--- config.mk ---
export PLATFORM = sky130hd
export DESIGN_NAME = fetch_queue_flat
export DESIGN_NICKNAME = d
export VERILOG_FILES = /design/src/rtl/fetch_queue_if.sv /design/src/rtl/fetch_queue.sv /design/src/flat_wrapper.sv
export SDC_FILE = /design/constraint.sdc
export NUM_CORES = 1
export LEC_CHECK = 0
export CAP_MARGIN = 20
export CELL_PAD_IN_SITES_DETAIL_PLACEMENT = 1
export CELL_PAD_IN_SITES_GLOBAL_PLACEMENT = 2
export CORE_MARGIN = 2
export CORE_UTILIZATION = 42
export CTS_CLUSTER_DIAMETER = 120
export CTS_CLUSTER_SIZE = 8
export DETAILED_ROUTE_END_ITERATION = 8
export PLACE_DENSITY = 0.83
export SETUP_SLACK_MARGIN = 0.2
export SYNTH_ARGS = -nofsm -noshare
export SYNTH_HDL_FRONTEND = slang
export SYNTH_SLANG_ARGS = --single-unit
--- constraint.sdc ---
create_clock -name clk -period 7.35 [get_ports clk]
set_input_delay 1.47 -clock clk [delete_from_list [all_inputs] [get_ports clk]]
set_output_delay 1.47 -clock clk [all_outputs]
set_load 0.01 [all_outputs]
--- src/rtl/fetch_queue_if.sv ---
// Handshake bundle between fetch_queue, the instruction memory and the decode stage.
// master = fetch_queue side, slave = environment (memory + consumer) side.
interface fetch_queue_if;
  logic        imem_req;
  logic [31:0] imem_addr;
  logic        imem_ack;
  logic [31:0] imem_rdata;
  logic        redirect;
  logic [31:0] redirect_pc;
  logic        inst_valid;
  logic [31:0] inst;
  logic [31:0] inst_pc;
  logic        inst_ready;
  logic [31:0] perf_stall_count;

  modport master (
    output imem_req, imem_addr, inst_valid, inst, inst_pc, perf_stall_count,
    input  imem_ack, imem_rdata, redirect, redirect_pc, inst_ready
  );

  modport slave (
    input  imem_req, imem_addr, inst_valid, inst, inst_pc, perf_stall_count,
    output imem_ack, imem_rdata, redirect, redirect_pc, inst_ready
  );
endinterface

--- src/rtl/fetch_queue.sv ---
// Instruction fetch unit: single-outstanding memory requester feeding a DEPTH-entry buffer.
// Optional stall counter enabled by defining FETCH_PERF_COUNT_EN.
module fetch_queue #(
  parameter int          DEPTH    = 4,
  parameter logic [31:0] RESET_PC = 32'h0000_0000
) (
  input  logic           clk,
  input  logic           reset,
  fetch_queue_if.master  bus
);

  localparam int PW = $clog2(DEPTH);
  localparam int CW = PW + 1;
  localparam logic [CW-1:0] DEPTH_C = CW'(DEPTH);

  typedef enum logic [1:0] {
    ST_IDLE = 2'd0,
    ST_WAIT = 2'd1,
    ST_DROP = 2'd2
  } state_e;

  state_e          state_q, state_d;
  logic [31:0]     fetch_pc_q, fetch_pc_d;
  logic [31:0]     addr_q, addr_d;
  logic [CW-1:0]   count_q, count_d;
  logic [PW-1:0]   rd_ptr_q, rd_ptr_d;
  logic [PW-1:0]   wr_ptr_q, wr_ptr_d;
  logic [31:0]     inst_q, inst_d;
  logic [31:0]     inst_pc_q, inst_pc_d;
  logic [31:0]     mem_pc   [DEPTH];
  logic [31:0]     mem_data [DEPTH];

  logic            req_out;
  logic            ack_s;
  logic            push_s;
  logic            pop_s;
  logic            valid_s;
  logic [CW-1:0]   remain_s;

  // An ack is only meaningful while a request is actually outstanding
  assign ack_s   = bus.imem_ack && (state_q != ST_IDLE);
  assign push_s  = ack_s && (state_q == ST_WAIT) && !bus.redirect;
  assign valid_s = (count_q != '0) && !bus.redirect;
  assign pop_s   = valid_s && bus.inst_ready;

  // FSM state register
  always_ff @(posedge clk or posedge reset) begin
    if (reset) state_q <= ST_IDLE;
    else       state_q <= state_d;
  end

  // FSM next-state logic
  always_comb begin
    state_d = state_q;
    case (state_q)
      ST_IDLE: begin
        if (bus.redirect)            state_d = ST_WAIT;
        else if (count_q < DEPTH_C)  state_d = ST_WAIT;
        else                         state_d = ST_IDLE;
      end
      ST_WAIT: begin
        if (bus.redirect)            state_d = ack_s ? ST_WAIT : ST_DROP;
        else if (ack_s)              state_d = (count_d < DEPTH_C) ? ST_WAIT : ST_IDLE;
        else                         state_d = ST_WAIT;
      end
      ST_DROP: begin
        if (ack_s)                   state_d = ST_WAIT;
        else                         state_d = ST_DROP;
      end
      default:                       state_d = ST_IDLE;
    endcase
  end

  // FSM outputs
  always_comb begin
    req_out = 1'b0;
    case (state_q)
      ST_WAIT, ST_DROP: req_out = 1'b1;
      default:          req_out = 1'b0;
    endcase
  end

  // Fetch PC, occupancy and pointer updates
  always_comb begin
    fetch_pc_d = fetch_pc_q;
    count_d    = count_q;
    rd_ptr_d   = rd_ptr_q;
    wr_ptr_d   = wr_ptr_q;
    if (bus.redirect) begin
      fetch_pc_d = bus.redirect_pc & ~32'h0000_0003;
      count_d    = '0;
      rd_ptr_d   = wr_ptr_q;
    end else begin
      if (push_s) begin
        fetch_pc_d = fetch_pc_q + 32'd4;
        wr_ptr_d   = wr_ptr_q + PW'(1);
      end else begin
        wr_ptr_d   = wr_ptr_q;
      end
      if (pop_s) rd_ptr_d = rd_ptr_q + PW'(1);
      else       rd_ptr_d = rd_ptr_q;
      case ({push_s, pop_s})
        2'b10:   count_d = count_q + CW'(1);
        2'b01:   count_d = count_q - CW'(1);
        default: count_d = count_q;
      endcase
    end
  end

  // Request address is latched per request so it stays stable through DROP
  always_comb begin
    if (state_d == ST_WAIT) addr_d = fetch_pc_d;
    else                    addr_d = addr_q;
  end

  // Head-of-buffer output registers; they hold their value while empty
  always_comb begin
    inst_d    = inst_q;
    inst_pc_d = inst_pc_q;
    remain_s  = pop_s ? (count_q - CW'(1)) : count_q;
    if (bus.redirect) begin
      inst_d    = inst_q;
      inst_pc_d = inst_pc_q;
    end else if (push_s && (remain_s == '0)) begin
      inst_d    = bus.imem_rdata;
      inst_pc_d = fetch_pc_q;
    end else if (remain_s != '0) begin
      inst_d    = mem_data[rd_ptr_d];
      inst_pc_d = mem_pc[rd_ptr_d];
    end else begin
      inst_d    = inst_q;
      inst_pc_d = inst_pc_q;
    end
  end

  // Control and datapath registers
  always_ff @(posedge clk or posedge reset) begin
    if (reset) begin
      fetch_pc_q <= RESET_PC;
      addr_q     <= RESET_PC;
      count_q    <= '0;
      rd_ptr_q   <= '0;
      wr_ptr_q   <= '0;
      inst_q     <= 32'h0000_0000;
      inst_pc_q  <= 32'h0000_0000;
    end else begin
      fetch_pc_q <= fetch_pc_d;
      addr_q     <= addr_d;
      count_q    <= count_d;
      rd_ptr_q   <= rd_ptr_d;
      wr_ptr_q   <= wr_ptr_d;
      inst_q     <= inst_d;
      inst_pc_q  <= inst_pc_d;
    end
  end

  // Buffer storage; contents are only read behind a valid count
  always_ff @(posedge clk) begin
    if (push_s) begin
      mem_pc[wr_ptr_q]   <= fetch_pc_q;
      mem_data[wr_ptr_q] <= bus.imem_rdata;
    end
  end

`ifdef FETCH_PERF_COUNT_EN
  logic [31:0] perf_q, perf_d;

  // Saturating starvation counter, untouched by redirect
  always_comb begin
    if (bus.inst_ready && !valid_s && (perf_q != 32'hFFFF_FFFF)) perf_d = perf_q + 32'd1;
    else                                                          perf_d = perf_q;
  end

  // Counter register
  always_ff @(posedge clk or posedge reset) begin
    if (reset) perf_q <= 32'h0000_0000;
    else       perf_q <= perf_d;
  end

  assign bus.perf_stall_count = perf_q;
`else
  assign bus.perf_stall_count = 32'h0000_0000;
`endif

  assign bus.imem_req   = req_out;
  assign bus.imem_addr  = addr_q;
  assign bus.inst_valid = valid_s;
  assign bus.inst       = inst_q;
  assign bus.inst_pc    = inst_pc_q;

endmodule

--- src/flat_wrapper.sv ---
// flat-port wrapper written by rule: the top's interface ports become plain ports
module fetch_queue_flat 
#(
  parameter int          DEPTH    = 4,
  parameter logic [31:0] RESET_PC = 32'h0000_0000
)
  (clk, reset, bus_imem_req, bus_imem_addr, bus_inst_valid, bus_inst, bus_inst_pc, bus_perf_stall_count, bus_imem_ack, bus_imem_rdata, bus_redirect, bus_redirect_pc, bus_inst_ready);
  fetch_queue_if bus_i ();
  input  logic clk;
  input  logic reset;
  output wire logic [$bits(bus_i.imem_req)-1:0] bus_imem_req;
  output wire logic [$bits(bus_i.imem_addr)-1:0] bus_imem_addr;
  output wire logic [$bits(bus_i.inst_valid)-1:0] bus_inst_valid;
  output wire logic [$bits(bus_i.inst)-1:0] bus_inst;
  output wire logic [$bits(bus_i.inst_pc)-1:0] bus_inst_pc;
  output wire logic [$bits(bus_i.perf_stall_count)-1:0] bus_perf_stall_count;
  input wire logic [$bits(bus_i.imem_ack)-1:0] bus_imem_ack;
  input wire logic [$bits(bus_i.imem_rdata)-1:0] bus_imem_rdata;
  input wire logic [$bits(bus_i.redirect)-1:0] bus_redirect;
  input wire logic [$bits(bus_i.redirect_pc)-1:0] bus_redirect_pc;
  input wire logic [$bits(bus_i.inst_ready)-1:0] bus_inst_ready;
  assign bus_imem_req = bus_i.imem_req;
  assign bus_imem_addr = bus_i.imem_addr;
  assign bus_inst_valid = bus_i.inst_valid;
  assign bus_inst = bus_i.inst;
  assign bus_inst_pc = bus_i.inst_pc;
  assign bus_perf_stall_count = bus_i.perf_stall_count;
  assign bus_i.imem_ack = bus_imem_ack;
  assign bus_i.imem_rdata = bus_imem_rdata;
  assign bus_i.redirect = bus_redirect;
  assign bus_i.redirect_pc = bus_redirect_pc;
  assign bus_i.inst_ready = bus_inst_ready;
  fetch_queue #(.DEPTH(DEPTH), .RESET_PC(RESET_PC)) u_core (.clk(clk), .reset(reset), .bus(bus_i));
endmodule
==> results of run 1 <==
[critical path: stages]
cell and delay (ns):
clkdlybuf4s50_1 0.51, and4bb_1 0.56, inv_1 0.29, ha_1 0.39, inv_1 0.11, a21oi_1 0.08, a311oi_1 0.43, a211o_1 0.19
buf_4 0.46, mux2_2 0.41
[cell type report]
type / instances / area, um^2 / share of cell area (%)
Sequential cell: 393 / 11120 / 55.30
Multi-Input combinational cell: 716 / 4891 / 24.33
Timing Repair Buffer: 180 / 1779 / 8.852
Clock buffer: 99 / 1563 / 7.775
Tap cell: 518 / 648.1 / 3.225
Inverter: 17 / 68.82 / 0.3424
Clock inverter: 3 / 33.78 / 0.1681
[metrics by stage]
stage / hold slack (ns) / utilization, % / std cells / setup WS, ns / instance area [um^2]
3_5_place_dp: 0.4675 / 47.81 / 1823 / 2.295 / 18480
3_3_place_gp: 0.4576 / 47.81 / 1823 / 2.389 / 18480
4_1_cts: 0.4801 / 51.94 / 1925 / 2.882 / 20070
2_1_floorplan: 0.4742 / - / 1234 / 2.212 / 16560
6_report: 0.4748 / 52.01 / 1926 / 2.865 / 20100
5_1_grt: 0.5035 / 52.01 / 1926 / 2.743 / 20100
[power groups by stage]
stage / registers, mW / clock network, mW / logic, mW
global placement: 3.02 / 0 / 2.09
floorplan: 3.08 / 0 / 1.10
global route: 3.04 / 2.48 / 2.32
CTS: 3.00 / 2.38 / 2.16
detailed placement: 3.04 / 0 / 2.14
finish: 3.00 / 2.34 / 2.13
[registers in the layout (all words and copies together) (netlist names)]
register              cells
u_core.mem_data         128
u_core.mem_pc           128
u_core.bus.imem_addr     32
u_core.bus.inst          32
u_core.bus.inst_pc       32
u_core.fetch_pc_q        32
u_core.count_q            3
u_core.rd_ptr_q           2
u_core.state_q            2
u_core.wr_ptr_q           2
[worst min path at each step]
| stage | from | end | depth (start not counted) |
|---|---|---|---|
| 2_1_floorplan | u_core.fetch_pc_q[16] | u_core.mem_pc[0][16] | 0 |
| 3_3_place_gp | u_core.bus.inst[11] | u_core.bus.inst[11] | 2 |
| 3_5_place_dp | u_core.bus.inst[30] | u_core.bus.inst[30] | 2 |
| 4_1_cts | u_core.bus.inst_pc[31] | u_core.bus.inst_pc[31] | 2 |
| 5_1_grt | u_core.bus.inst[28] | u_core.bus.inst[28] | 2 |
| 6_report | u_core.bus.inst[29] | u_core.bus.inst[29] | 2 |
[cell usage in the layout (no fill, tap or decap), types with 16 or more instances in the layout]
master,Yosys,final
dfrtp_1,137,137
o21ai_0,22,20
edfxtp_1,256,256
o31ai_1,36,35
clkbuf_16,0,56
a211oi_1,63,63
o41ai_1,32,32
and2_1,68,64
clkbuf_1,56,43
nand2_1,103,103
a21oi_1,42,42
nor2_1,59,59
mux2_2,79,79
buf_4,37,16
conb_1,1,32
clkdlybuf4s50_1,0,163
o22ai_1,30,30
[metal layers]
metal | part of all wire, % | up-vias
li1 | - | 4773
met1 | 43 | 5402
met2 | 50 | 259
met3 | 5.0 | 63
met4 | 1.9 | 2
met5 | 0.030 | -
[cells by family after synthesis]
| group | Yosys count | share of synthesized area [%] |
|---|---|---|
| xor gates and xnor gates | 26 | 1.385 |
| adders and majority gates | 14 | 1.065 |
| buffers and inverters | 125 | 3.873 |
| DFF | 393 | 67.59 |
| muxes | 101 | 6.863 |
| and+or+nand+nor | 299 | 8.978 |
| other | 1 | 0.02280 |
| AOI/OAI and AO/OA | 244 | 10.22 |
==> impl_metrics.py, run 1 <==
metrics = {
    "sta": {
        "timing_hold_violations_final": 0,
        "rsz0062_at_grt": "false",
        "fmax_mhz": 223.0,
        "setup-tns-final_ns": 0,
        "timing.final.crit_share_pct": 61.02,
        "maxSlewViolCount": 0,
        "tightest_slew_ns": 1.087,
        "max_slew_margin_pct": 27.51,
        "period_minus_slack_ns": 4.485,
        "setup_viol": 0,
        "skew_ns": 0.01874,
    },
    "floorplan": {
        "die_w_um": 201.9,
        "core-area_um2": 38650,
        "start_util_pct": 42.55,
        "rows": 72,
        "io_pins": 199,
        "fp.dieArea_um2": 40750,
        "die_h_um": 201.9,
    },
    "grt": {
        "antenna_found_initial": 1,
        "gr-usage-met1_pct": 28.03,
        "grt_use_total_pct": 21.40,
        "grt_max_degree": 85,
        "grt_use_met3_pct": 4.063,
        "busiest_layer": "met2",
        "grt_pass1_vias": 11700,
        "use_met2_pct": 36.33,
        "grt_remaining_overflow": 0,
        "grt_pass1_wl_um": 67880,
    },
    "critical_path": {
        "r2r_cells": 11,
        "crit_path_end": "u_core.bus.imem_addr[10]",
        "startpoint_type": "input port",
        "reg2reg_from": "u_core.state_q[0]",
        "rrSetupSlack_ns": 3.47,
        "worst-endpoint-arrival_ns": 4.95,
        "cp.required_ns": 7.81,
        "crit_start": "bus_imem_ack",
        "r2r-end": "u_core.bus.imem_addr[10]",
        "worst-setup-path-type": "in2reg",
        "endpoint_kind": "flip-flop",
        "cp_max_fo": 37,
    },
    "pwr": {
        "ir_worst_vdd_mv": 0.1710,
        "power.internal_mw": 5.173,
        "switchingPower_mw": 2.290,
        "p_comb_share_pct": 28.5,
        "p_per_area_nw_per_um2": 371.3,
        "seq_power_share_pct": 40.2,
        "p_leak_nw": 7.208,
        "p_total_mw": 7.462,
        "p_clk_share_pct": 31.3,
        "switching_share_pct": 30.68,
    },
    "layout": {
        "drive_gt1_share_pct": 12.43,
        "final_nets": 1446,
        "antenna_cells": 0,
        "layout-area-overhead-vs-synth_pct": 22.22,
        "num-fill-cells": 3814,
    },
    "synthesis": {
        "post-synth-top-area-cell": "edfxtp_1",
        "netlist_area_um2": 16440,
        "ys_types": 56,
        "ys.flop_type": "edfxtp_1",
        "seq_area_frac_synth_pct": 67.59,
        "netlist_instances": 1203,
        "avgSynthCellArea_um2": 13.67,
        "ys_top_cells_by_area": "edfxtp_1 (47%), dfrtp_1 (21%), mux2_2 (5.4%), a211oi_1 (2.9%), and2_1 (2.6%)",
        "synth_edf_count": 256,
        "synth_common_cells": "edfxtp_1 (256), dfrtp_1 (137), nand2_1 (103)",
        "ys_warn_count": 0,
        "synth_seq_cells": 393,
        "synthArstFlopShare_pct": 34.86,
        "yosysMostFrequentCell": "edfxtp_1",
        "synth_top_area_share_pct": 46.75,
    },
    "placement": {
        "dp_hpwl_um": 24230,
        "port_buffers": 164,
        "gp_congestion": 0.7291,
    },
    "routing": {
        "drtIter0Drc": 582,
        "dr.pass1.iters": 5,
        "drtAntennaViolNets": 0,
        "vias": 10500,
        "drt-wirelength-per-cell_um": 22.17,
        "vias_per_cell": 5.451,
        "wl_um": 42690,
        "drt_drc_violations_left": 0,
    },
    "clock_tree": {
        "h-tree-depth": 2,
        "cts_inserted_buffers": 55,
        "cts_max_path_buffers": 3,
        "worst_skew_pair.late_latency_ns": 0.58,
        "ctsRootBufferMaster": "clkbuf_16",
        "post_cts_buffers": 0,
        "ctsHoldBuffers": 0,
        "cts_tree": "done",
        "cts_sinks": 393,
        "cts-resized-gates": 0,
        "cts.clk_slew.worst_paths_ns": 0.05,
    },
    "worst_hold_path": {
        "hold_class": "reg2reg",
    },
    "run_status": {
        "outcome": "completed",
    },
    "job": {
        "cap_violations": 0,
    },
}
Power figures use the tool's default switching activity.
==> run 2, diff against run 1 <==
--- a/config.mk
+++ b/config.mk
@@ -9,11 +9,11 @@
 export CELL_PAD_IN_SITES_DETAIL_PLACEMENT = 1
 export CELL_PAD_IN_SITES_GLOBAL_PLACEMENT = 2
 export CORE_MARGIN = 2
-export CORE_UTILIZATION = 42
+export CORE_UTILIZATION = 35
 export CTS_CLUSTER_DIAMETER = 120
 export CTS_CLUSTER_SIZE = 8
 export DETAILED_ROUTE_END_ITERATION = 8
-export PLACE_DENSITY = 0.83
+export PLACE_DENSITY = 0.74
 export SETUP_SLACK_MARGIN = 0.2
 export SYNTH_ARGS = -nofsm -noshare
 export SYNTH_HDL_FRONTEND = slang
==> constraint.sdc (replaced) <==
create_clock -name clk -period 3.9 [get_ports clk]
set_input_delay 0.78 -clock clk [delete_from_list [all_inputs] [get_ports clk]]
set_output_delay 0.78 -clock clk [all_outputs]
set_load 0.01 [all_outputs]
==> run 2 against run 1 <==
  * Worst hold slack better by 0.0014 ns
  * Cell area rose by 1.4%
  * Non-clock buffer count increased by 11
  * Count of clock-buffer cells in the layout shrank 2
  * Final cell count rose by 5.1%
  * Sequential share of layout area shrank 0.77 points
  * Wire length rose by 3.7%
  * Critical path depth is 1 higher
  * Worst setup slack got worse by 2.3 ns
  * Critical path type is now reg2reg
  * Largest cell class unchanged
==> impl_metrics.py, run 2 (synthesized netlist as in run 1, its figures left out) <==
metrics = {
    "grt": {
        "grt_max_degree": 138,
        "gr-usage-met1_pct": 24.27,
        "busiest_layer": "met2",
        "grt_pass1_vias": 11420,
        "grt_pass1_wl_um": 68260,
        "grt_remaining_overflow": 0,
        "antenna_found_initial": 1,
        "grt_use_total_pct": 18.41,
        "grt_use_met3_pct": 3.478,
        "use_met2_pct": 31.26,
    },
    "layout": {
        "num-fill-cells": 4750,
        "antenna_cells": 0,
        "drive_gt1_share_pct": 13.19,
        "final_common_cell": "edfxtp_1",
        "layout-area-overhead-vs-synth_pct": 23.96,
        "top_regs": "u_core.mem_data x128, u_core.mem_pc x128",
        "stdcell_count": 2025,
        "utilization_pct": 43.88,
        "final_cell_mix": "edfxtp_1 (256), clkdlybuf4s50_1 (163), dfrtp_1 (137)",
        "final_nets": 1457,
    },
    "sta": {
        "timing_hold_violations_final": 0,
        "skew_ns": 0.01543,
        "fmax_mhz": 303.6,
        "rsz0062_at_grt": "false",
        "tightest_slew_ns": 1.139,
        "max_slew_margin_pct": 23.89,
        "timing.final.crit_share_pct": 84.46,
        "setup-tns-final_ns": 0,
        "finalWorstSetupSlack_ns": 0.6062,
        "maxSlewViolCount": 0,
        "setup_viol": 0,
        "period_minus_slack_ns": 3.294,
    },
    "critical_path": {
        "endpoint_kind": "flip-flop",
        "startpoint_type": "flip-flop",
        "rrSetupSlack_ns": 0.61,
        "worst-endpoint-arrival_ns": 3.75,
        "reg2reg_from": "u_core.state_q[0]",
        "cp_slowest_stage_delay_ns": 0.50,
        "crit_path_end": "u_core.bus.imem_addr[16]",
        "crit_top_cell": "inv_1",
        "critPathSlowestCell": "a311oi_1",
        "cp.required_ns": 4.36,
        "cp_max_fo": 37,
        "r2r-end": "u_core.bus.imem_addr[16]",
        "r2r_cells": 11,
        "crit_start": "u_core.state_q[0]",
        "crit_path_cell_trace": "inv_1 -> ha_1 -> and4bb_1 -> inv_1 -> ha_1 -> inv_1 -> a21oi_1 -> a311oi_1 -> a211o_2 -> buf_12 -> mux2_2",
        "worst-setup-path-type": "reg2reg",
    },
    "placement": {
        "placedCellCount": 1924,
        "dp_hpwl_um": 25480,
        "gp_congestion": 0.7469,
        "dp_slack_ns": 0.1904,
        "port_buffers": 164,
    },
    "pwr": {
        "p_total_mw": 14.20,
        "p_leak_nw": 7.290,
        "ir_worst_vdd_mv": 0.3794,
        "p_per_area_nw_per_um2": 696.8,
    },
    "floorplan": {
        "die_w_um": 220.8,
        "start_util_pct": 35.40,
        "die_h_um": 220.8,
        "io_pins": 199,
        "core-area_um2": 46460,
        "rows": 79,
        "fp.dieArea_um2": 48740,
    },
    "routing": {
        "drt-wirelength-per-cell_um": 21.85,
        "drtIter0Drc": 679,
        "vias": 10490,
        "dr.pass1.iters": 5,
        "wl_um": 44250,
        "drtAntennaViolNets": 0,
        "drt_drc_violations_left": 0,
        "vias_per_cell": 5.182,
    },
    "clock_tree": {
        "cts_sinks": 393,
        "ctsHoldBuffers": 0,
        "h-tree-depth": 2,
        "cts-resized-gates": 0,
        "ctsRootBufferMaster": "clkbuf_16",
        "worst_skew_pair.late_latency_ns": 0.59,
        "cts_inserted_buffers": 55,
        "cts.clk_slew.worst_paths_ns": 0.05,
        "post_cts_buffers": 0,
        "cts_tree": "done",
        "cts_max_path_buffers": 3,
    },
    "job": {
        "cap_violations": 0,
    },
    "run_status": {
        "outcome": "completed",
    },
    "worst_hold_path": {
        "hold_class": "reg2reg",
    },
}
## run 2: changes by cell type in the layout (fill, tap and decap cells not counted), sizes merged
cell      before  now
buf           17   28
clkbuf        99   97
clkinv         2    3
clkinvlp       0    1
inv           18   17
## run 2: power breakdown
group | switching (mW) | total (mW) | leakage (nW) | internal (mW)
registers | 0.462 | 5.65 | 4.02 | 5.18
clock network | 1.79 | 4.43 | 0.755 | 2.64
logic | 2.17 | 4.13 | 2.52 | 1.96
total | 4.42 | 14.2 | 7.29 | 9.79
## run 2: worst max-delay path: cells and delay by family, from the launching register on
kind	cells	cell delay [ns]
AOI/OAI and AO/OA	3	0.81
adders and majority gates	2	0.58
buffers and inverters	4	0.51
and+or+nand+nor	1	0.49
DFF	1	0.38
muxes	1	0.37
## run 2: stage by stage
stage	instance area [um^2]	hold WS [ns]
floorplan	16560	0.4742
global placement	18790	0.4592
detailed placement	18790	0.4645
CTS	20380	0.4819
global route	20380	0.5075
finish	20380	0.4762
## run 2: layout make-up
| class | instances | area [um^2] | share of cell area, % |
|---|---|---|---|
| Timing Repair Buffer | 191 | 1954 | 9.587 |
| Sequential cell | 393 | 11120 | 54.53 |
| Inverter | 17 | 67.56 | 0.3315 |
| Multi-Input combinational cell | 716 | 4892 | 24.00 |
| Tap cell | 607 | 759.5 | 3.726 |
| Clock inverter | 4 | 61.31 | 0.3008 |
| Clock buffer | 97 | 1534 | 7.525 |
## run 2: layer usage
metal | vias up | share of wire (%) | wire length (um)
li1 | 4794 | - | -
met1 | 5393 | 44 | 19650
met2 | 237 | 49 | 21630
met3 | 67 | 4.8 | 2129
met4 | 2 | 1.9 | 829
met5 | - | 0.036 | 16
## run 2: how the worst min path moves through the flow
| stage | start | to | cells past startpoint |
|---|---|---|---|
| 2_1_floorplan | u_core.fetch_pc_q[16] | u_core.mem_pc[0][16] | 0 |
| 3_3_place_gp | u_core.bus.inst[21] | u_core.bus.inst[21] | 2 |
| 3_5_place_dp | u_core.bus.inst[17] | u_core.bus.inst[17] | 2 |
| 4_1_cts | u_core.bus.inst_pc[1] | u_core.bus.inst_pc[1] | 2 |
| 5_1_grt | u_core.bus.inst_pc[1] | u_core.bus.inst_pc[1] | 2 |
| 6_report | u_core.bus.inst_pc[14] | u_core.bus.inst_pc[14] | 2 |
==> run 3, diff against run 2 <==
--- a/config.mk
+++ b/config.mk
@@ -9,11 +9,11 @@
 export CELL_PAD_IN_SITES_DETAIL_PLACEMENT = 1
 export CELL_PAD_IN_SITES_GLOBAL_PLACEMENT = 2
 export CORE_MARGIN = 2
-export CORE_UTILIZATION = 35
+export CORE_UTILIZATION = 39
 export CTS_CLUSTER_DIAMETER = 120
 export CTS_CLUSTER_SIZE = 8
 export DETAILED_ROUTE_END_ITERATION = 8
-export PLACE_DENSITY = 0.74
+export PLACE_DENSITY = 0.78
 export SETUP_SLACK_MARGIN = 0.2
 export SYNTH_ARGS = -nofsm -noshare
 export SYNTH_HDL_FRONTEND = slang
==> constraint.sdc (replaced) <==
create_clock -name clk -period 3.1 [get_ports clk]
set_input_delay 0.62 -clock clk [delete_from_list [all_inputs] [get_ports clk]]
set_output_delay 0.62 -clock clk [all_outputs]
set_load 0.01 [all_outputs]
==> run 3 against run 2 <==
  * Worst hold slack worse by 0.17 ns
  * Clock power increased by 25%
  * Sequential power rose by 26%
  * Combinational power up 37%
  * Critical path depth is 1 higher
  * Worst setup slack lost 0.29 ns
  * Non-clock buffer count rose by 42
  * Core utilization rose by 6.0 points
  * Via count increased by 3.4%
  * Largest cell class unchanged
==> impl_metrics.py, run 3 (synthesized netlist as in run 1, its figures left out) <==
metrics = {
    "critical_path": {
        "cp_max_fo": 10,
        "r2r_cells": 12,
        "startpoint_type": "flip-flop",
        "rrSetupSlack_ns": 0.31,
        "worst-endpoint-arrival_ns": 3.28,
        "cp.required_ns": 3.59,
        "endpoint_kind": "flip-flop",
        "worst-setup-path-type": "reg2reg",
        "r2r-end": "u_core.bus.imem_addr[15]",
        "reg2reg_from": "u_core.state_q[0]",
    },
    "floorplan": {
        "rows": 75,
        "die_h_um": 209.3,
        "io_pins": 199,
        "start_util_pct": 39.38,
        "fp.dieArea_um2": 43820,
        "core-area_um2": 41760,
        "die_w_um": 209.3,
    },
    "placement": {
        "placedCellCount": 1893,
        "dp_slack_ns": -0.1385,
        "dp_hpwl_um": 27290,
        "port_buffers": 164,
        "place_area_um2": 19140,
        "gp_congestion": 0.7439,
    },
    "pwr": {
        "power.internal_mw": 12.65,
        "p_clk_share_pct": 30.2,
        "p_total_mw": 18.29,
        "p_comb_share_pct": 30.9,
        "seq_power_share_pct": 39.0,
        "ir_worst_vdd_mv": 0.5507,
        "switching_share_pct": 30.83,
        "switchingPower_mw": 5.639,
        "p_leak_nw": 7.564,
        "p_per_area_nw_per_um2": 878.7,
    },
    "clock_tree": {
        "h-tree-depth": 2,
        "cts_max_path_buffers": 3,
        "cts_inserted_buffers": 55,
        "cts_tree": "done",
        "cts.clk_slew.worst_paths_ns": 0.06,
        "worst_skew_pair.late_latency_ns": 0.59,
        "ctsRootBufferMaster": "clkbuf_16",
        "cts_sinks": 393,
    },
    "routing": {
        "drt-wirelength-per-cell_um": 22.35,
        "vias_per_cell": 5.430,
        "drtIter0Drc": 617,
        "dr.pass1.iters": 5,
        "drtAntennaViolNets": 0,
        "vias": 10850,
        "drt_drc_violations_left": 0,
        "wl_um": 44650,
    },
    "grt": {
        "grt_max_degree": 82,
        "grt_remaining_overflow": 0,
        "grt_use_total_pct": 20.40,
        "antenna_found_initial": 0,
        "grt_pass1_wl_um": 69060,
        "grt_pass1_vias": 11750,
    },
    "layout": {
        "antenna_cells": 0,
        "stdcell_count": 1998,
        "stdcell_area_um2": 20820,
        "top_regs": "u_core.mem_data x128, u_core.mem_pc x128",
        "final_common_cell": "edfxtp_1",
        "final_nets": 1499,
        "drive_gt1_share_pct": 16.18,
        "layout-area-overhead-vs-synth_pct": 26.58,
        "final_cell_mix": "edfxtp_1 (256), clkdlybuf4s50_1 (163), dfrtp_1 (137)",
    },
    "sta": {
        "rsz0062_at_grt": "false",
        "setup-tns-final_ns": 0,
        "setup_viol": 0,
        "timing.final.crit_share_pct": 89.95,
        "fmax_mhz": 358.6,
        "finalWorstSetupSlack_ns": 0.3115,
        "tightest_slew_ns": 0.5806,
        "period_minus_slack_ns": 2.788,
        "timing_hold_violations_final": 0,
        "skew_ns": 0.02983,
        "maxSlewViolCount": 0,
        "max_slew_margin_pct": 61.29,
    },
    "job": {
        "cap_violations": 0,
    },
    "run_status": {
        "outcome": "completed",
    },
    "worst_hold_path": {
        "hold_class": "in2async",
    },
}
## run 3: critical path, cell delays in order (launching register included)
cell and delay, ns:
dfrtp_1 0.37, inv_1 0.09, ha_4 0.18, and4bb_2 0.34, inv_1 0.08, ha_1 0.21, a22o_1 0.23, a21oi_2 0.14
a311oi_2 0.06, a211o_4 0.42, clkbuf_16 0.19, buf_4 0.14, o31ai_1 0.22
## run 3: metal layers
| layer | vias to the layer above | GRT usage, % | part of all wire (%) |
|---|---|---|---|
| li1 | 4878 | - | - |
| met1 | 5642 | 27.27 | 44 |
| met2 | 259 | 34.93 | 50 |
| met3 | 70 | 3.546 | 4.4 |
| met4 | 0 | 4.507 | 1.7 |
| met5 | - | 0 | 0 |
## run 3: worst max path at each step
stage	cells past startpoint	endpoint	from	slack, ns
finish	12	u_core.bus.imem_addr[15]	u_core.state_q[0]	0.31
floorplan	13	u_core.bus.imem_addr[0]	u_core.state_q[0]	0.13
global route	12	u_core.bus.imem_addr[17]	u_core.state_q[0]	0.21
CTS	12	u_core.bus.imem_addr[17]	u_core.state_q[1]	0.21
global placement	10	u_core.bus.imem_addr[16]	bus_imem_ack	-0.06
detailed placement	11	u_core.bus.imem_addr[17]	bus_imem_ack	-0.14
## run 3: power groups by stage
stage	registers (mW)	clock network [mW]	logic [mW]
CTS	7.14	5.65	5.59
global placement	7.19	0	5.39
detailed placement	7.22	0	5.53
global route	7.23	5.83	6.08
finish	7.13	5.52	5.65
floorplan	7.29	0	2.60
## run 3: per-stage QoR
| step | hold WS [ns] | util, % |
|---|---|---|
| 4_1_cts | 0.2784 | 49.61 |
| 5_1_grt | 0.3056 | 49.85 |
| 6_report | 0.3071 | 49.85 |
| 3_5_place_dp | 0.4627 | 45.83 |
| 3_3_place_gp | 0.4577 | 45.83 |
| 2_1_floorplan | 0.4742 | - |
## run 3: timing repair
item,in CTS,in global routing
gates resized for setup,4,8
hold buffers,0,0
buffers inserted,0,4
pin swaps,2,3
gates cloned,0,1
setup endpoints to repair,30,39
## run 3: final cells by class
cell class              instances  area (um^2)
multi-input cells             716         4949
flip-flops and latches        393        11120
fillers                      4165        20940
well taps                     539        674.4
clock inverters                 3        37.54
clock buffers                  97         1534
repair buffers                233         2437
inverters                      17        67.56
